<file path="config.mk">
export PLATFORM = sky130hd
export DESIGN_NAME = csi_pkt_ctrl
export DESIGN_NICKNAME = d
export VERILOG_FILES = /design/src/rtl/csi_pkg.sv /design/src/rtl/csi_crc16.sv /design/src/rtl/csi_pkt_ctrl.sv
export SDC_FILE = /design/constraint.sdc
export NUM_CORES = 1
export LEC_CHECK = 0
export CAP_MARGIN = 15
export CORE_MARGIN = 2
export CORE_UTILIZATION = 49
export DETAILED_ROUTE_END_ITERATION = 8
export PLACE_DENSITY = 0.8
export SETUP_SLACK_MARGIN = 0.05
export SLEW_MARGIN = 10
export SYNTH_ARGS = -nofsm -noshare
export SYNTH_HDL_FRONTEND = slang
export SYNTH_SLANG_ARGS = --single-unit
export TNS_END_PERCENT = 5
</file>
<file path="constraint.sdc">
create_clock -name rxbyteclkhs -period 3.1 [get_ports rxbyteclkhs]
set_clock_uncertainty 0.05 [all_clocks]
set_input_delay 0.62 -clock rxbyteclkhs [delete_from_list [all_inputs] [get_ports rxbyteclkhs]]
set_output_delay 0.62 -clock rxbyteclkhs [all_outputs]
set_load 0.005 [all_outputs]
</file>
<file path="src/rtl/csi_pkg.sv">
// ---------------------------------------------------------------------------
// csi_pkg
// Shared definitions for the CSI-2 packet controller:
//   - controller state encoding
//   - default short-packet data-type limit and word-count limit
//   - bit positions of DI / WC / ECC and the payload half of the finder word
//   - CRC-16 constants and a one-byte update helper
// ---------------------------------------------------------------------------
package csi_pkg;

    typedef enum logic [2:0] {
        IDLE    = 3'd0,
        HDR     = 3'd1,
        PAYLOAD = 3'd2,
        CRC_LO  = 3'd3,
        CRC_HI  = 3'd4,
        DRAIN   = 3'd5
    } state_t;

    localparam int DT_W    = 6;
    localparam int DI_LSB  = 0;
    localparam int DI_W    = 8;
    localparam int WC_LSB  = 8;
    localparam int WC_W    = 16;
    localparam int ECC_LSB = 24;
    localparam int ECC_W   = 8;
    localparam int PAY_LSB = 16;
    localparam int PAY_W   = 16;

    localparam logic [DT_W-1:0] SHORT_DT_MAX_DEF = 6'h0F;
    localparam logic [WC_W-1:0] WC_MAX_DEF       = 16'd8192;

    // x^16+x^12+x^5+1 in bit-reversed form, for an LSB-first shift register.
    localparam logic [15:0] CRC_POLY_REFL = 16'h8408;
    localparam logic [15:0] CRC_INIT      = 16'hFFFF;

    // Shift one byte, LSB first, through the reflected CRC-16 register.
    function automatic logic [15:0] crc16_byte(input logic [15:0] crc_in,
                                               input logic [7:0]  data_byte);
        logic [15:0] c;
        c = crc_in ^ {8'h00, data_byte};
        for (int i = 0; i < 8; i++) begin
            c = c[0] ? ((c >> 1) ^ CRC_POLY_REFL) : (c >> 1);
        end
        return c;
    endfunction

endpackage

</file>
<file path="src/rtl/csi_crc16.sv">
// ---------------------------------------------------------------------------
// csi_crc16
// Running CRC-16 over up to two bytes per cycle.
// Ports:
//   rxbyteclkhs  clock
//   reset        asynchronous active-high reset (register -> init value)
//   init         reload the init value this cycle (has priority over en)
//   data[15:0]   two bytes; [7:0] is the earlier byte
//   en[1:0]      per-byte enable; en[0] qualifies data[7:0]
//   crc[15:0]    current register value (covers all bytes accepted so far)
// ---------------------------------------------------------------------------
module csi_crc16
    import csi_pkg::*;
(
    input  logic        rxbyteclkhs,
    input  logic        reset,
    input  logic        init,
    input  logic [15:0] data,
    input  logic [1:0]  en,
    output logic [15:0] crc
);

    logic [15:0] crc_reg;
    logic [15:0] crc_next;

    always_comb begin
        crc_next = crc_reg;
        for (int i = 0; i < 2; i++) begin
            if (en[i]) begin
                crc_next = crc16_byte(crc_next, data[i*8 +: 8]);
            end
        end
    end

    always_ff @(posedge rxbyteclkhs or posedge reset) begin
        if (reset) begin
            crc_reg <= CRC_INIT;
        end else if (init) begin
            crc_reg <= CRC_INIT;
        end else begin
            crc_reg <= crc_next;
        end
    end

    assign crc = crc_reg;

endmodule

</file>
<file path="src/rtl/csi_pkt_ctrl.sv">
// ---------------------------------------------------------------------------
// csi_pkt_ctrl
// Sequences the packet-header finder of one CSI-2 lane pair: keeps the
// finder in reset between HS bursts, decodes the header word, forwards
// long-packet payload two bytes per beat, strips the trailing CRC and
// re-arms the finder for the next burst.
//
// Optional build macro: CSI_PKT_CTRL_CRC_CHECK_EN
//   defined   - payload CRC-16 is checked; crc_err pulses with pkt_done on
//               a mismatch.
//   undefined - CRC bytes are discarded and crc_err is tied low.
//
// Ports:
//   rxbyteclkhs, reset          clock, asynchronous active-high reset
//   rx_active                   HS burst in progress
//   ph_data/ph_valid/ph_select  finder output word, valid, header flag
//   finder_rst                  registered reset to the finder
//   hdr_valid, hdr_di/wc/ecc    header pulse and latched fields
//   pay_data/strb/valid/last    payload beat (earlier byte in [7:0])
//   pkt_done, pkt_err, crc_err  end-of-packet status pulses
// All pulse outputs are registered, one cycle after the causing input beat.
// ---------------------------------------------------------------------------
module csi_pkt_ctrl
    import csi_pkg::*;
#(
    parameter logic [DT_W-1:0] SHORT_DT_MAX = SHORT_DT_MAX_DEF,
    parameter logic [WC_W-1:0] WC_MAX       = WC_MAX_DEF
) (
    input  logic        rxbyteclkhs,
    input  logic        reset,
    input  logic        rx_active,
    input  logic [31:0] ph_data,
    input  logic        ph_valid,
    input  logic        ph_select,
    output logic        finder_rst,
    output logic        hdr_valid,
    output logic [7:0]  hdr_di,
    output logic [15:0] hdr_wc,
    output logic [7:0]  hdr_ecc,
    output logic [15:0] pay_data,
    output logic [1:0]  pay_strb,
    output logic        pay_valid,
    output logic        pay_last,
    output logic        pkt_done,
    output logic        pkt_err,
    output logic        crc_err
);

    state_t      state_reg, state_next;
    logic [15:0] rem_reg, rem_next;
    logic [7:0]  di_reg, di_next;
    logic [15:0] wc_reg, wc_next;
    logic [7:0]  ecc_reg, ecc_next;
    logic [15:0] pay_data_reg, pay_data_next;
    logic [1:0]  pay_strb_reg, pay_strb_next;
    logic        pay_valid_reg, pay_valid_next;
    logic        pay_last_reg, pay_last_next;
    logic        hdr_valid_reg, hdr_valid_next;
    logic        pkt_done_reg, pkt_done_next;
    logic        pkt_err_reg, pkt_err_next;
    logic        finder_rst_reg;
    logic [1:0]  beat_strb;

    // Only the final beat of an odd word count carries a single payload byte.
    assign beat_strb = (rem_reg == 16'd1) ? 2'b01 : 2'b11;

`ifdef CSI_PKT_CTRL_CRC_CHECK_EN
    logic [15:0] crc_value;
    logic [7:0]  crc_lo_reg, crc_lo_next;
    logic        crc_err_reg, crc_err_next;
    logic [1:0]  crc_en;

    assign crc_en = (state_reg == PAYLOAD && rx_active && ph_valid) ? beat_strb : 2'b00;

    csi_crc16 u_crc16 (
        .rxbyteclkhs (rxbyteclkhs),
        .reset       (reset),
        .init        (state_reg == HDR),
        .data        (ph_data[PAY_LSB +: PAY_W]),
        .en          (crc_en),
        .crc         (crc_value)
    );

    always_ff @(posedge rxbyteclkhs or posedge reset) begin
        if (reset) begin
            crc_lo_reg  <= 8'h00;
            crc_err_reg <= 1'b0;
        end else begin
            crc_lo_reg  <= crc_lo_next;
            crc_err_reg <= crc_err_next;
        end
    end

    assign crc_err = crc_err_reg;
`else
    assign crc_err = 1'b0;
`endif

    always_comb begin
        state_next     = state_reg;
        rem_next       = rem_reg;
        di_next        = di_reg;
        wc_next        = wc_reg;
        ecc_next       = ecc_reg;
        pay_data_next  = pay_data_reg;
        pay_strb_next  = pay_strb_reg;
        pay_valid_next = 1'b0;
        pay_last_next  = 1'b0;
        hdr_valid_next = 1'b0;
        pkt_done_next  = 1'b0;
        pkt_err_next   = 1'b0;
`ifdef CSI_PKT_CTRL_CRC_CHECK_EN
        crc_lo_next    = crc_lo_reg;
        crc_err_next   = 1'b0;
`endif
        case (state_reg)
            IDLE: begin
                if (rx_active) state_next = HDR;
            end
            DRAIN: begin
                // A new burst must start from IDLE, so wait for rx_active low.
                if (!rx_active) state_next = IDLE;
            end
            default: begin
                if (!rx_active) begin
                    // Burst ended mid-packet; this beats any completion.
                    pkt_err_next = 1'b1;
                    state_next   = IDLE;
                end else if (ph_valid) begin
                    case (state_reg)
                        HDR: begin
                            if (ph_select) begin
                                di_next        = ph_data[DI_LSB +: DI_W];
                                wc_next        = ph_data[WC_LSB +: WC_W];
                                ecc_next       = ph_data[ECC_LSB +: ECC_W];
                                hdr_valid_next = 1'b1;
                                if (ph_data[DI_LSB +: DT_W] <= SHORT_DT_MAX) begin
                                    pkt_done_next = 1'b1;
                                    state_next    = DRAIN;
                                end else if (ph_data[WC_LSB +: WC_W] > WC_MAX) begin
                                    pkt_err_next = 1'b1;
                                    state_next   = DRAIN;
                                end else if (ph_data[WC_LSB +: WC_W] == 16'd0) begin
                                    state_next = CRC_LO;
                                end else begin
                                    rem_next   = ph_data[WC_LSB +: WC_W];
                                    state_next = PAYLOAD;
                                end
                            end
                        end
                        PAYLOAD: begin
                            pay_valid_next = 1'b1;
                            pay_data_next  = ph_data[PAY_LSB +: PAY_W];
                            pay_strb_next  = beat_strb;
                            if (rem_reg > 16'd2) begin
                                rem_next = rem_reg - 16'd2;
                            end else if (rem_reg == 16'd2) begin
                                pay_last_next = 1'b1;
                                state_next    = CRC_LO;
                            end else begin
                                // Upper byte of this beat is already the CRC low byte.
                                pay_last_next = 1'b1;
`ifdef CSI_PKT_CTRL_CRC_CHECK_EN
                                crc_lo_next   = ph_data[31:24];
`endif
                                state_next    = CRC_HI;
                            end
                        end
                        CRC_LO: begin
                            pkt_done_next = 1'b1;
`ifdef CSI_PKT_CTRL_CRC_CHECK_EN
                            crc_err_next  = ({ph_data[31:24], ph_data[23:16]} != crc_value);
`endif
                            state_next    = DRAIN;
                        end
                        CRC_HI: begin
                            pkt_done_next = 1'b1;
`ifdef CSI_PKT_CTRL_CRC_CHECK_EN
                            crc_err_next  = ({ph_data[23:16], crc_lo_reg} != crc_value);
`endif
                            state_next    = DRAIN;
                        end
                        default: state_next = IDLE;
                    endcase
                end
            end
        endcase
    end

    always_ff @(posedge rxbyteclkhs or posedge reset) begin
        if (reset) begin
            state_reg      <= IDLE;
            rem_reg        <= 16'd0;
            di_reg         <= 8'd0;
            wc_reg         <= 16'd0;
            ecc_reg        <= 8'd0;
            pay_data_reg   <= 16'd0;
            pay_strb_reg   <= 2'b00;
            pay_valid_reg  <= 1'b0;
            pay_last_reg   <= 1'b0;
            hdr_valid_reg  <= 1'b0;
            pkt_done_reg   <= 1'b0;
            pkt_err_reg    <= 1'b0;
            finder_rst_reg <= 1'b1;
        end else begin
            state_reg      <= state_next;
            rem_reg        <= rem_next;
            di_reg         <= di_next;
            wc_reg         <= wc_next;
            ecc_reg        <= ecc_next;
            pay_data_reg   <= pay_data_next;
            pay_strb_reg   <= pay_strb_next;
            pay_valid_reg  <= pay_valid_next;
            pay_last_reg   <= pay_last_next;
            hdr_valid_reg  <= hdr_valid_next;
            pkt_done_reg   <= pkt_done_next;
            pkt_err_reg    <= pkt_err_next;
            // Follows the current state, so the finder leaves reset one
            // cycle after the controller leaves IDLE.
            finder_rst_reg <= (state_reg == IDLE) || (state_reg == DRAIN);
        end
    end

    assign finder_rst = finder_rst_reg;
    assign hdr_valid  = hdr_valid_reg;
    assign hdr_di     = di_reg;
    assign hdr_wc     = wc_reg;
    assign hdr_ecc    = ecc_reg;
    assign pay_data   = pay_data_reg;
    assign pay_strb   = pay_strb_reg;
    assign pay_valid  = pay_valid_reg;
    assign pay_last   = pay_last_reg;
    assign pkt_done   = pkt_done_reg;
    assign pkt_err    = pkt_err_reg;

endmodule
</file>
* Yosys cells after proc, flatten, opt, wreduce, memory -nomap -nowiden
Index checks and enable logic that the tools add are counted.
** Word-level totals
- Flip-flop bits (word level) :: 75
- Output and inout bits :: 57
- Input bits :: 37
- Word-level logic and storage cells :: 91
** Cells by class
- Reduce and logical (&&, ||, !) cells :: 10
- Equal/unequal tests :: 17
- Bitwise gates (word level) :: 1
- Add/subtract/negate cells :: 1
- $lt $le $gt $ge :: 3
- Mux-type cells :: 46
** Operators by type and width (number)
- $mux W16 :: 5
- $pmux W16 S2 :: 1
- $mux W1 :: 27
- $mux W3 :: 9
- $eq A16 B1 Y1 const B :: 1
- $eq A16 B2 Y1 const B :: 1
- $gt A16 B14 Y1 const B :: 1
- $gt A16 B2 Y1 const B :: 1
- $logic_not A16 Y1 :: 1
- $sub A16 B2 Y16 const B :: 1
- $ne A2 B2 Y1 const B :: 7
- $reduce_and A5 Y1 :: 2
- $pmux W3 S3 :: 1
- $reduce_and A9 Y1 :: 1
- $ne A4 B4 Y1 const B :: 2
- $eq A3 B2 Y1 const B :: 2
- $eq A3 B3 Y1 const B :: 2
- $le A6 B4 Y1 const B :: 1
- $pmux W3 S2 :: 1
- $reduce_and A4 Y1 :: 1
- $reduce_or A2 Y1 :: 2
- $eq A3 B1 Y1 const B :: 1
- $logic_not A3 Y1 :: 1
- $ne A3 B1 Y1 const B :: 1
- other kinds (5) :: 5

* Logic depth before layout (Yosys ltp)
- Depth in word-level cells :: 9
- Depth in mapped cells :: 8
- Gate-level depth less buffers :: 7

* Worst setup path after synthesis
No wires, ideal clock.
- Kind :: input port to flip-flop
- Start point :: input ph_data[19]
- End point :: register rem_reg[12]
- Stages on the path :: 6
- Arrival time :: 2.010 ns
- Setup slack :: 0.919 ns
- Data required time :: 2.929 ns
- Cell sequence :: nor4_2 and4_1 mux2i_1 buf_2 a211o_2 a22o_2
** Between the ends
- Word-level cells in the longest chain between the ends :: 3
** RTL lines
- from (decl) :: line csi_pkt_ctrl.sv:32 : input logic [31:0] ph_data,
- $gt A16 B14 Y1 / $logic_not A16 Y1 (equally long branches) :: line csi_pkt_ctrl.sv:140, csi_pkt_ctrl.sv:143
- $ne A2 B2 Y1 (no line)
- $reduce_and A9 Y1 (no line) *
- to (signal assigned) :: line csi_pkt_ctrl.sv:207 : rem_reg <= rem_next;
- to (decl) :: line csi_pkt_ctrl.sv:50 : logic [15:0] rem_reg, rem_next;
Every way passes the cells marked *; elsewhere a longest branch is shown, timed or not.
A chain may end at the register's enable or synchronous reset.

* Worst setup path after layout
- Start point :: input ph_data[19]
- End point :: register state_reg[2]
** Between the ends
- Word-level cells in the longest chain between the ends :: 8
** RTL lines
- $gt A16 B14 Y1 :: line csi_pkt_ctrl.sv:140 : end else if (ph_data[WC_LSB +: WC_W] > WC_MAX) begin
- $mux W3 :: line csi_pkt_ctrl.sv:140
- $mux W3 :: line csi_pkt_ctrl.sv:137 : if (ph_data[DI_LSB +: DT_W] <= SHORT_DT_MAX) begin
- $mux W3 :: line csi_pkt_ctrl.sv:132 : if (ph_select) begin
- $pmux W3 S3 :: line csi_pkt_ctrl.sv:130 : case (state_reg)
- $mux W3 :: line csi_pkt_ctrl.sv:129 : end else if (ph_valid) begin
- $mux W3 :: line csi_pkt_ctrl.sv:125 : if (!rx_active) begin
- $pmux W3 S2 :: line csi_pkt_ctrl.sv:116 : case (state_reg)
- to (signal assigned) :: line csi_pkt_ctrl.sv:206 : state_reg <= state_next;
- to (decl) :: line csi_pkt_ctrl.sv:49 : state_t state_reg, state_next;
No other way between the ends. The select of a mux whose other input is x is not followed.

==> metrics.cfg <==
[final_layout]
final_common_cell=nand2_1
n_antenna_cell=0
fin_nets=521
fin_area_mm2=0.004969
area_delta_synth_final_pct=34.61
final_util_pct=68.14
drive_above_1_share_pct=14.34
layout_common_cells=nand2_1 (114), clkdlybuf4s50_1 (92), dfrtp_1 (74)

[power_and_ir_drop]
power_leakage_nw=2.180
seq_power_share_pct=40.0
comb_power_share_pct=40.9
power_density_mw_per_mm2=913.7
ir_worst_vdd_mv=0.4367
p_int_mw=2.968
clock_power_share_pct=19.1
switching_power_mw=1.571
switching_share_pct=34.61

[synthesis]
synth_top_family_by_area=simple AND/OR/NAND/NOR gates
ys_types=63
synth_edf_count=0
synthArstFlopShare_pct=100.0
synth_top_area_share_pct=50.17
synth_seq_area_share_pct=50.88
synth_compound_area_share_pct=14.71
synth_top_cell_by_area=dfrtp_1
synth-adder-area-share_pct=0.3390
synth_nets=427
avgSynthCellArea_um2=9.489
yosys.area_share.simple_pct=23.93
synth_area_leaders=dfrtp_1 (50%), nand2_1 (12%), mux2_2 (5.5%), nor2_1 (2.1%), a21oi_1 (1.5%)
ys_warn_count=0
netlist_instances=389
synth-main-ff-cell=dfrtp_1
ys_seq_elements=75
synth_xor_area_share_pct=0
syn-cell-area_mm2=0.003691
synthMuxAreaShare_pct=6.034

[grt]
grt_max_degree=52
overflow=0
grt_pass1_wl_um=16660
first_global_vias=3296
grt_usage_pct=25.20
antenna_found_initial=0

[floorplanning]
ioPinCount=94
die_w_um=90.79
start_util_pct=50.62
dieHeight_um=90.79
fp.dieArea_mm2=0.008243
rows=31
fp.coreArea_mm2=0.007292

[clocking]
cts_hold_buf=0
clkTransAtPathRegs_ns=0.08
clock_latency_ns=0.35
cts_num_sinks=75
cts_root_buf=clkbuf_8
tritoncts=built
htreeDepth=3
post_cts_buffers=0
cts_resized=0
cts_max_path_buffers=2
numCtsBuffers=9

[sta]
layout_setup_ws_ns=0.4507
max_slew_margin_pct=49.23
tightest_slew_ns=0.7557
rsz0062_at_grt=no
final_max_slew_viol_count=0
fmax_mhz=377.5
setup_violations=0
final_hold_viol_count=0
period_needed_ns=2.649
setup_tns_ns=0
post-route-period-util_pct=85.46
holdWs_ns=0.4255

[routing]
drt_wl_total_um=9997
dr.pass1.iters=5
drc_errors=0
drt_first_iter_violations=218
routedWlPerCell_um=17.03
via_count=3305
routed_via_density=5.630
postRouteAntennaNets=0

[worst_setup_path]
start_kind=primary input
critPathCaptureType=flop
rrSetupSlack_ns=0.72
critPathKind=primary input to flop
cp_max_fo=4
cp.required_ns=3.29
cp.arrival_ns=2.84

[place]
pre_cts_slack_ns=0.1761
dpl_cell_area_mm2=0.004736
io_buffer_count=92
dp_hpwl_um=7174
place_congestion=0.9641

[run_status]
status=finished, final reports clean

[min_path]
hold_class=flop to flop

[job]
maxCapViolCount=0

==> critical path: stages <==
cell and delay (ns):
clkdlybuf4s50_1 0.48, nor4_2 0.34, nand4_1 0.21, a2111oi_1 0.61
buf_4 0.22, o21ai_0 0.08, a32o_1 0.28
==> synthesized netlist by cell type (all sizes together), types with 2 or more instances <==
master / n
nor4: 7
and4: 2
o22ai: 2
nor2: 21
a211o: 5
buf: 10
nor2b: 5
clkbuf: 12
o2bb2ai: 2
o21ai: 12
a21oi: 12
and2: 2
a22o: 4
nand4: 4
nor3: 8
o211ai: 6
mux2i: 2
o22a: 4
nand3: 7
o41ai: 2
inv: 9
or2: 3
nor3b: 2
a211oi: 7
mux2: 18
nor4b: 2
and3: 2
dfrtp: 74
nand2: 114
a31oi: 8
==> per-layer routing <==
| layer | routed length (um) | GRT usage (%) | up-vias |
|---|---|---|---|
| li1 | - | - | 1552 |
| met1 | 4405 | 33.68 | 1607 |
| met2 | 4810 | 41.23 | 128 |
| met3 | 577 | 5.092 | 18 |
| met4 | 204 | 8.586 | 0 |
| met5 | 0 | 0 | - |
==> through the flow <==
stage | cells | total power [mW]
after floorplan | 389 | 2.657
after detailed placement | 571 | 3.677
after CTS | 587 | 4.553
final | 587 | 4.540
after global placement | 571 | 3.590
after global routing | 587 | 4.831
==> cell families after synthesis <==
logic type / after synthesis
compound gates: 75
fa+ha+maj: 1
buf+inv: 32
flops: 75
mux: 20
other cells: 1
simple gates: 185
==> power by group through the flow <==
stage | clock network, mW | registers, mW | logic (mW)
2_1_floorplan | 0 | 1.75 | 0.904
3_3_place_gp | 0 | 1.80 | 1.80
3_5_place_dp | 0 | 1.83 | 1.85
4_1_cts | 0.878 | 1.81 | 1.87
5_1_grt | 0.919 | 1.88 | 2.03
6_report | 0.868 | 1.81 | 1.86
==> worst paths after layout <==
check,start,cells past startpoint,to
setup / recovery,ph_data[19],7,state_reg[2]
hold / removal,hdr_wc[11],2,hdr_wc[11]
setup reg to reg,rem_reg[3],5,rem_reg[12]
hold reg to reg,hdr_wc[11],2,hdr_wc[11]
max in group asynchronous,reset,3,finder_rst
min in group asynchronous,reset,2,hdr_ecc[5]
==> layout make-up <==
cell class / count / area (um2)
Fill cell: 576 / 2323
Sequential cell: 75 / 1878
Multi-Input combinational cell: 282 / 1665
Timing Repair Buffer: 105 / 1031
Clock buffer: 10 / 137.6
Tap cell: 99 / 123.9
Clock inverter: 6 / 95.09
Inverter: 10 / 37.54
Power figures use the tool's default switching activity.
